==> config.mk <==
export PLATFORM = sky130hd
export DESIGN_NAME = score_display_multi
export DESIGN_NICKNAME = d
export VERILOG_FILES = /design/src/rtl/score_display_multi.sv
export SDC_FILE = /design/constraint.sdc
export NUM_CORES = 1
export LEC_CHECK = 0
export ABC_AREA = 1
export CORE_MARGIN = 2
export CORE_UTILIZATION = 56
export DETAILED_ROUTE_END_ITERATION = 12
export PLACE_DENSITY = 0.93
export SYNTH_ARGS = -nofsm -noshare
export SYNTH_HDL_FRONTEND = slang
export SYNTH_SLANG_ARGS = --single-unit
==> constraint.sdc <==
create_clock -name clock -period 4 [get_ports clock]
set_clock_uncertainty 0.1 [all_clocks]
set_input_delay 0.8 -clock clock [delete_from_list [all_inputs] [get_ports clock]]
set_output_delay 0.8 -clock clock [all_outputs]
set_load 0.02 [all_outputs]
==> src/rtl/score_display_multi.sv <==
// Multi-digit score renderer for the Pong VGA pipeline.
// A sequential double-dabble engine converts the binary score to BCD. The
// (x,y) scan position is then mapped onto an external, shared glyph ROM
// through a three-stage registered pipeline that produces 10-bit R/G/B.
// The digits blink for a number of frames after every score change.
module score_display_multi #(
    parameter int X_POS         = 0,
    parameter int Y_POS         = 0,
    parameter int NUM_DIGITS    = 2,
    parameter int SCORE_W       = 8,
    parameter int DIGIT_W       = 27,
    parameter int DIGIT_H       = 38,
    parameter int BLINK_FRAMES  = 24,
    parameter int BLANK_LEADING = 1
) (
    input  logic               clock,
    input  logic               reset_n,
    input  logic [9:0]         x,
    input  logic [9:0]         y,
    input  logic               frame_tick,
    input  logic [SCORE_W-1:0] score,
    output logic [14:0]        rom_addr,
    input  logic [8:0]         rom_data,
    output logic [9:0]         R_num,
    output logic [9:0]         G_num,
    output logic [9:0]         B_num,
    output logic               busy
);

    // Five BCD digits cover the widest score (14 bits, up to 16383).
    localparam int BCD_N      = 5;
    localparam int BCD_W      = 4 * BCD_N;
    localparam int DISP_W     = 4 * NUM_DIGITS;
    localparam int DD_W       = BCD_W + SCORE_W;
    localparam int CNT_W      = (SCORE_W > 1) ? $clog2(SCORE_W) : 1;
    localparam int FIELD_W    = NUM_DIGITS * DIGIT_W;
    localparam int ROW_STRIDE = 10 * DIGIT_W;
    localparam int BLINK_W    = ($clog2(BLINK_FRAMES + 1) < 3) ? 3 : $clog2(BLINK_FRAMES + 1);
    // Largest value the field can show before saturating to all nines.
    localparam int MAX_VAL    = (NUM_DIGITS == 1) ? 9 :
                                (NUM_DIGITS == 2) ? 99 :
                                (NUM_DIGITS == 3) ? 999 : 9999;

    localparam logic [1:0] S_IDLE  = 2'd0;
    localparam logic [1:0] S_SHIFT = 2'd1;
    localparam logic [1:0] S_DONE  = 2'd2;

    // ------------------------------------------------------------------
    // Converter state
    // ------------------------------------------------------------------
    logic [1:0]         r_state;
    logic [SCORE_W-1:0] r_last_score;
    // {BCD accumulator, binary shift register} as one shift chain.
    logic [DD_W-1:0]    r_dd;
    logic [CNT_W-1:0]   r_cnt;
    logic [DISP_W-1:0]  r_bcd_disp;
    logic [BLINK_W-1:0] r_blink_cnt;

    logic [BCD_W-1:0]   w_bcd_adj;
    logic [DISP_W-1:0]  w_nines;
    logic               w_sat;

    // Double-dabble correction: every nibble >= 5 gets +3 before the shift.
    // NOTE: every signal driven from always_comb gets a default at the top,
    // so no path leaves it unassigned and no latch is inferred.
    always_comb begin
        w_bcd_adj = r_dd[DD_W-1:SCORE_W];
        for (int i = 0; i < BCD_N; i++) begin
            if (r_dd[SCORE_W + 4*i +: 4] >= 4'd5) begin
                w_bcd_adj[4*i +: 4] = r_dd[SCORE_W + 4*i +: 4] + 4'd3;
            end
        end
    end

    // Saturation pattern and the overflow test on the latched score.
    always_comb begin
        w_nines = '0;
        for (int i = 0; i < NUM_DIGITS; i++) begin
            w_nines[4*i +: 4] = 4'd9;
        end
        w_sat = (32'(r_last_score) > 32'(MAX_VAL));
    end

    // Converter FSM: detect a score change, shift SCORE_W times, then commit.
    // NOTE: state registers use non-blocking assignments so every flop sees
    // the pre-edge values of its neighbours, independent of statement order.
    always_ff @(posedge clock or negedge reset_n) begin
        if (!reset_n) begin
            r_state      <= S_IDLE;
            r_last_score <= '0;
            r_dd         <= '0;
            r_cnt        <= '0;
        end else begin
            case (r_state)
                S_IDLE: begin
                    if (score != r_last_score) begin
                        r_last_score <= score;
                        r_dd         <= {{BCD_W{1'b0}}, score};
                        r_cnt        <= CNT_W'(SCORE_W - 1);
                        r_state      <= S_SHIFT;
                    end
                end
                S_SHIFT: begin
                    r_dd <= {w_bcd_adj, r_dd[SCORE_W-1:0]} << 1;
                    if (r_cnt == '0) begin
                        r_state <= S_DONE;
                    end else begin
                        r_cnt <= r_cnt - 1'b1;
                    end
                end
                S_DONE: begin
                    r_state <= S_IDLE;
                end
                default: begin
                    r_state <= S_IDLE;
                end
            endcase
        end
    end

    // Commit the digits atomically on DONE; blink counter reloads there and
    // otherwise counts frames down to zero. The reload wins over a tick.
    always_ff @(posedge clock or negedge reset_n) begin
        if (!reset_n) begin
            r_bcd_disp  <= '0;
            r_blink_cnt <= '0;
        end else if (r_state == S_DONE) begin
            r_bcd_disp  <= w_sat ? w_nines : r_dd[SCORE_W +: DISP_W];
            r_blink_cnt <= BLINK_W'(BLINK_FRAMES);
        end else if (frame_tick && (r_blink_cnt != '0)) begin
            r_blink_cnt <= r_blink_cnt - 1'b1;
        end
    end

    assign busy = (r_state == S_SHIFT);

    // ------------------------------------------------------------------
    // Render pipeline
    // ------------------------------------------------------------------
    int          w_dx;
    int          w_dy;
    logic        w_in_field;
    logic [9:0]  w_col;
    logic [9:0]  w_row;
    logic [3:0]  w_value;
    logic        w_zero_run;
    logic        w_lead_blank;
    logic        w_blink_blank;
    logic        w_blank;
    logic [14:0] w_addr;

    logic        r_blank1;
    logic        r_blank2;
    logic [8:0]  w_pix;

    // Locate the scan position: which digit, which glyph column and row,
    // and whether this pixel is blanked.
    always_comb begin
        w_dx         = int'(x) - X_POS;
        w_dy         = int'(y) - Y_POS;
        w_in_field   = (w_dx >= 0) && (w_dx < FIELD_W) && (w_dy >= 0) && (w_dy < DIGIT_H);
        w_row        = w_in_field ? 10'(w_dy) : 10'd0;
        w_col        = '0;
        w_value      = '0;
        w_zero_run   = 1'b1;
        w_lead_blank = 1'b0;
        // Digit 0 is the most significant, i.e. the top nibble of r_bcd_disp.
        for (int k = 0; k < NUM_DIGITS; k++) begin
            w_zero_run = w_zero_run & (r_bcd_disp[4*(NUM_DIGITS-1-k) +: 4] == 4'd0);
            if ((w_dx >= k * DIGIT_W) && (w_dx < (k + 1) * DIGIT_W)) begin
                w_col   = 10'(w_dx - k * DIGIT_W);
                w_value = r_bcd_disp[4*(NUM_DIGITS-1-k) +: 4];
                // The least significant digit is never blanked.
                if ((BLANK_LEADING != 0) && (k < NUM_DIGITS - 1) && w_zero_run) begin
                    w_lead_blank = 1'b1;
                end
            end
        end
        w_blink_blank = (r_blink_cnt != '0) && r_blink_cnt[2];
        w_blank       = !w_in_field || w_lead_blank || w_blink_blank;
        w_addr        = 15'(int'(w_row) * ROW_STRIDE + int'(w_value) * DIGIT_W + int'(w_col));
    end

    // Stage 1 and 2: address to the ROM, blank flag delayed to meet its data.
    always_ff @(posedge clock or negedge reset_n) begin
        if (!reset_n) begin
            rom_addr <= '0;
            r_blank1 <= 1'b0;
            r_blank2 <= 1'b0;
        end else begin
            rom_addr <= w_addr;
            r_blank1 <= w_blank;
            r_blank2 <= r_blank1;
        end
    end

    assign w_pix = r_blank2 ? 9'd0 : rom_data;

    // Stage 3: expand each 3-bit channel to the 10-bit mixer format.
    always_ff @(posedge clock or negedge reset_n) begin
        if (!reset_n) begin
            R_num <= 10'h001;
            G_num <= 10'h001;
            B_num <= 10'h001;
        end else begin
            R_num <= {w_pix[8:6], 7'b0000001};
            G_num <= {w_pix[5:3], 7'b0000001};
            B_num <= {w_pix[2:0], 7'b0000001};
        end
    end

endmodule

Yosys cells after proc, flatten, opt, wreduce, memory -nomap -nowiden --
Index checks and enable logic that the tools add are counted.
Cells by class: $add $sub $neg 10, multipliers 2, divide/modulo/power cells 0, order comparisons 12, eq/ne operators 6, shifts and indexed selects 0, multiplexer cells 24, bitwise gates (word level) 0, reduce and logical (&&, ||, !) cells 20
Operators by type and width (count):
- $pmux W28 S2 | 1
- $mux W10 | 3
- $mux W28 | 1
- $mux W4 | 6
- $ge A10 B1 Y1 const B | 2
- $ge A4 B3 Y1 const B | 5
- $lt A10 B6 Y1 const B | 2
- $add A4 B2 Y4 const B | 4
- $add A15 B10 Y15 | 1
- $add A15 B9 Y15 | 1
- $mul A10 B8 Y14 const B | 1
- $ge A10 B5 Y1 const B | 1
- $lt A10 B5 Y1 const B | 1
- $mux W5 | 2
- $sub A10 B5 Y10 const B | 1
- $mul A4 B5 Y9 const B | 1
- $mux W3 | 3
- $mux W9 | 1
- $gt A8 B7 Y1 const B | 1
- $mux W8 | 1
- $ne A8 B8 Y1 | 1
- $logic_and A1 B1 Y1 | 7
- $pmux W3 S2 | 1
- $reduce_and A2 Y1 | 3
- other kinds (18) | 23
Storage, ports and cells: register bits 80, bits in latches 0, bits in writable memories 0, ROM bits 0, input bits 40, output and inout bits 46, word-level logic and storage cells 86, memories 0

Depth between registers and ports, before layout --
depth after elaboration 8, mapped depth 36, depth with buffers taken out 36

Worst setup path before layout --
Ideal clock, no wire load.
path type input to register, from input x[8], to register rom_addr[10], library setup time 124 ps, data arrival time 5739 ps, data required time 3776 ps, setup slack -1963 ps, cell stages on the path 29, buffers on the path 0, cell sequence nor2_1 and2_2 nand2_2 inv_2 nand3_2 nor2_1 ha_1 ha_1 inv_1 fa_1 inv_1 ha_1 inv_1 fa_1 inv_1 ha_1 fa_1 inv_1 fa_1 inv_1 ha_1 nand2_1 nand2_1 nand2_1 nand2_1 o21bai_1 nand2_1 nand2_1 xor2_1
On the way: cells in the longest elaborated chain, start to end 8, elaborated cells between the ends (all ways) 19, classes of those cells add/sub: 3; mul: 2; order compare: 4; mux: 5; reduce/logical: 5
RTL lines:
- from (decl) | line 18 | input logic [9:0] x,
- $ge A10 B1 Y1 / $lt A10 B6 Y1 (equally long branches) | line 161, 170
- $logic_and A1 B1 Y1 (3 in a row) | line 161 | w_in_field = (w_dx >= 0) && (w_dx < FIELD_W) && (w_dy >= 0) && (w_dy < DIGIT_H);
- $mux W10 | line 162 | w_row = w_in_field ? 10'(w_dy) : 10'd0;
- $mul A10 B8 Y14 | line 181 | w_addr = 15'(int'(w_row) * ROW_STRIDE + int'(w_value) * DIGIT_W + int'(w_col));
- $add A15 B9 Y15 | line 181
- $add A15 B10 Y15 (*) | line 181
- named net w_addr[10] | line 150 | logic [14:0] w_addr;
- to (signal assigned) | line 191 | rom_addr <= w_addr;
- to (decl) | line 22 | output logic [14:0] rom_addr,
The timed path passes the listed nets; every way through them passes the cells marked *. A chain may end at the register's enable or synchronous reset.

Final worst setup path --
from input y[1], to register rom_addr[10]
On the way: cells in the longest elaborated chain, start to end 7, elaborated cells between the ends (all ways) 8, classes of those cells add/sub: 2; mul: 1; order compare: 2; mux: 1; reduce/logical: 2
RTL lines:
- from (decl) | line 19 | input logic [9:0] y,
- $ge A10 B1 Y1 | line 161
- $logic_and A1 B1 Y1 (2 in a row) | line 161
- $mux W10 (*) | line 162
- $mul A10 B8 Y14 (*) | line 181
- $add A15 B9 Y15 (*) | line 181
- $add A15 B10 Y15 (*) | line 181
- named net w_addr[10] | line 150
Marked as above.

==> qor.txt <==
Final period util: 146.8%
fillcell total: 580
Clk pwr share: 19.8%
Worst Path Required: 4.13 ns
CP bufs+invs: 9
Congestion Overflow GR: 0
Yosys cell types: 38
Clk Latency, worst-skew pair: 0.34 ns
Worst Path Arrival: 6.01 ns
die height: 105.5 µm
part of the power in registers: 33.6%
FF+latch count, synth: 68
Setup crit end kind: flop
min Tclk post-route: 5.874 ns
FF+latch area: 0.001702 mm²
max_cap viols: 0
total power draw: 0.003286 W
Seq/Total Area, Yosys: 29.51%
share of cells above drive strength 1: 26.02%
Post-Place Cells: 1009
port bufs: 64
Warnings, synthesis: 0
Int Pwr: 0.001878 W
ANT cells: 0
Total Wirelength: 16660 µm
initial antenna violation count: 0
mapped cell area: 0.005766 mm²
root buffer cell: clkbuf_8
Synth Area in Simple Gates: 20.90%
post-route insts no fill: 1047
count of final setup violators: 12
Placement Rows: 37
peak supply drop: 0.0002789 V
Worst Slack Setup Final: -1.874 ns
Slew Limit Fails: 0
status: finished with violations
CTS Hold Bufs: 0
via count: 5612
Pwr Density: 415.0 mW/mm²
Synth Area in Compound Gates: 6.662%
WS Path Type: primary input to flop
Synth Area in XOR/XNOR: 3.494%
# DRC: 0
Crit-path slowest cell: fa_2
Starting Density: 56.87%
syn avg cell area: 7.985 µm²
chip width: 105.5 µm
Top FF cell, synth: dfrtp_1
leakage: 4.371 nW
worst slew pin tran: 0.8650 ns
Syn Inst Count: 722
Synth Area in Adders: 25.00%
worst-path maximum fanout: 4
vias in the first global route: 5683
Max Clock Freq: 170.2 MHz
CTS tree: yes
violated checks: negative setup slack
Logic pwr share: 46.6%
largest family of logic cells by synthesized area: adder cells
first-pass GRT wire length: 25310 µm
EDFF count, synth: 0
sinks on the clock net: 68
core area: 0.01014 mm²
Net Sw Power: 0.001408 W
average wire per standard cell: 15.91 µm
Worst-path clk slew: 0.08 ns
gpl congestion: 0.8481
area of the multi-input gates: 0.003749 mm²
die area: 0.01112 mm²
ANT nets after route: 0
DP Wirelength: 11270 µm
I/O Pins: 86
DR pass1 iterations: 7
mux cell area share after synthesis: 0%
delay-heaviest family, CP: adder cells
initial drt markers: 516
nets: 1045
Sw Ratio: 42.85%
endpoints failing hold: 0
largest net degree at the start of global routing: 38
TritonCTS Buffers: 9
Worst setup SP type: primary input
Hold WC Path Type: flop to flop
Async S/R FF share, synth: 100.0%
Syn-to-layout area delta: 37.35%
Rel. slew slack: 42.07%
setup slack at placement: -2.532 ns
overall routing resource usage: 28.52%
vias per inst: 5.360
crit-path max cell delay: 0.57 ns
CTS max path bufs: 2
RSZ-0062 raised after global routing: true
CTS HTree Levels: 3
kinds of logic after synthesis:
logic type	Yosys count
simple gates	268
buf+inv	193
compound gates	69
flops	68
other cells	2
fa+ha+maj	99
xor+xnor	23
power groups by stage:
| stage | registers [W] | logic (W) | clock network (W) |
|---|---|---|---|
| after floorplan | 0.00110 | 0.000926 | 0 |
| after global placement | 0.00108 | 0.00128 | 0 |
| final | 0.00110 | 0.00153 | 0.000649 |
| after global routing | 0.00113 | 0.00167 | 0.000688 |
| after detailed placement | 0.00110 | 0.00138 | 0 |
| after CTS | 0.00109 | 0.00141 | 0.000643 |
metal layers:
layer,vias up,track usage (%),share of wire [%]
met4,0,15.52,6.5
met2,361,51.52,51
met1,2590,31.41,35
met5,-,0,0
met3,122,5.380,7.4
li1,2539,-,-
layout make-up:
cell class,count,share of cell area (%)
Clock buffer,11,1.785
Clock inverter,5,1.059
Inverter,166,8.027
Multi-Input combinational cell,494,47.34
Sequential cell,68,21.49
Tap cell,136,2.149
Timing Repair Buffer,167,18.15
state kept, by name, indices dropped and copies added, names as in the netlist:
name / cells
r_blink_cnt: 5
rom_addr: 15
r_last_score: 8
B_num: 3
r_blank2: 1
G_num: 3
r_cnt: 3
r_bcd_disp: 8
r_state: 2
r_dd: 16
R_num: 3
r_blank1: 1
stage by stage:
stage	hold slack (ns)	cell area (µm²)	utilization, %	setup TNS (ns)
global placement	0.2335	7291	71.91	-23.59
global route	0.2684	7919	78.11	-20.14
floorplan	0.2312	6061	-	-16.72
finish	0.2506	7919	78.11	-18.86
detailed placement	0.2364	7291	71.91	-25.69
CTS	0.2528	7670	75.65	-17.08
repair_timing:
item | 4_1_cts | 5_1_grt
setup buffers | 15 | 8
gates resized for setup | 80 | 42
pin swaps | 36 | 27
hold endpoints to repair | 0 | 0
setup endpoints to repair | 12 | 12
synth_stat cells (5+ instances only):
cell type  count  area [µm²]
dfrtp_1       68        1702
xor2_1         9       78.83
a21oi_1       20       100.1
inv_2         10       37.54
inv_1        154       578.1
nor2_1        50       187.7
buf_4         21       157.7
nand2_2        5       31.28
nand2_1      142       533.0
o21ai_1        7       35.03
fa_1          27       540.5
ha_1          72       900.9
nand3_1       43       215.2
xnor2_1       14       122.6
nor3_1         6       30.03
nand3_2        9       90.09
o21ai_0       29       145.1
worst paths after layout:
kind / from / endpoint / slack (ns) / cells past startpoint
setup / recovery: y[1] / rom_addr[10]$_DFF_PN0_ / -1.87 / 32
hold / removal: r_blank1$_DFF_PN0_ / r_blank2$_DFF_PN0_ / 0.25 / 0
hold reg to reg: r_blank1$_DFF_PN0_ / r_blank2$_DFF_PN0_ / 0.25 / 0
setup reg to reg: r_bcd_disp[4]$_DFFE_PN0P_ / rom_addr[13]$_DFF_PN0_ / 0.12 / 19
max in group asynchronous: reset_n / G_num[9]$_DFF_PN0_ / 2.68 / 2
min in group asynchronous: reset_n / rom_addr[0]$_DFF_PN0_ / 0.46 / 1
placed cells by master (no fill, tap or decap), drive strengths merged, types with 4 or more instances in the layout:
master / synthesis / layout
a21oi: 20 / 20
a31oi: 4 / 4
buf: 24 / 117
clkbuf: 3 / 11
clkdlybuf4s50: 0 / 45
conb: 2 / 35
dfrtp: 68 / 68
dlygate4sd2: 0 / 4
fa: 27 / 27
ha: 72 / 72
inv: 166 / 167
nand2: 149 / 149
nand3: 53 / 53
nor2: 55 / 55
nor3: 6 / 6
o21ai: 37 / 37
xnor2: 14 / 14
xor2: 9 / 9
Note: power is estimated with default switching activity, not from simulation.
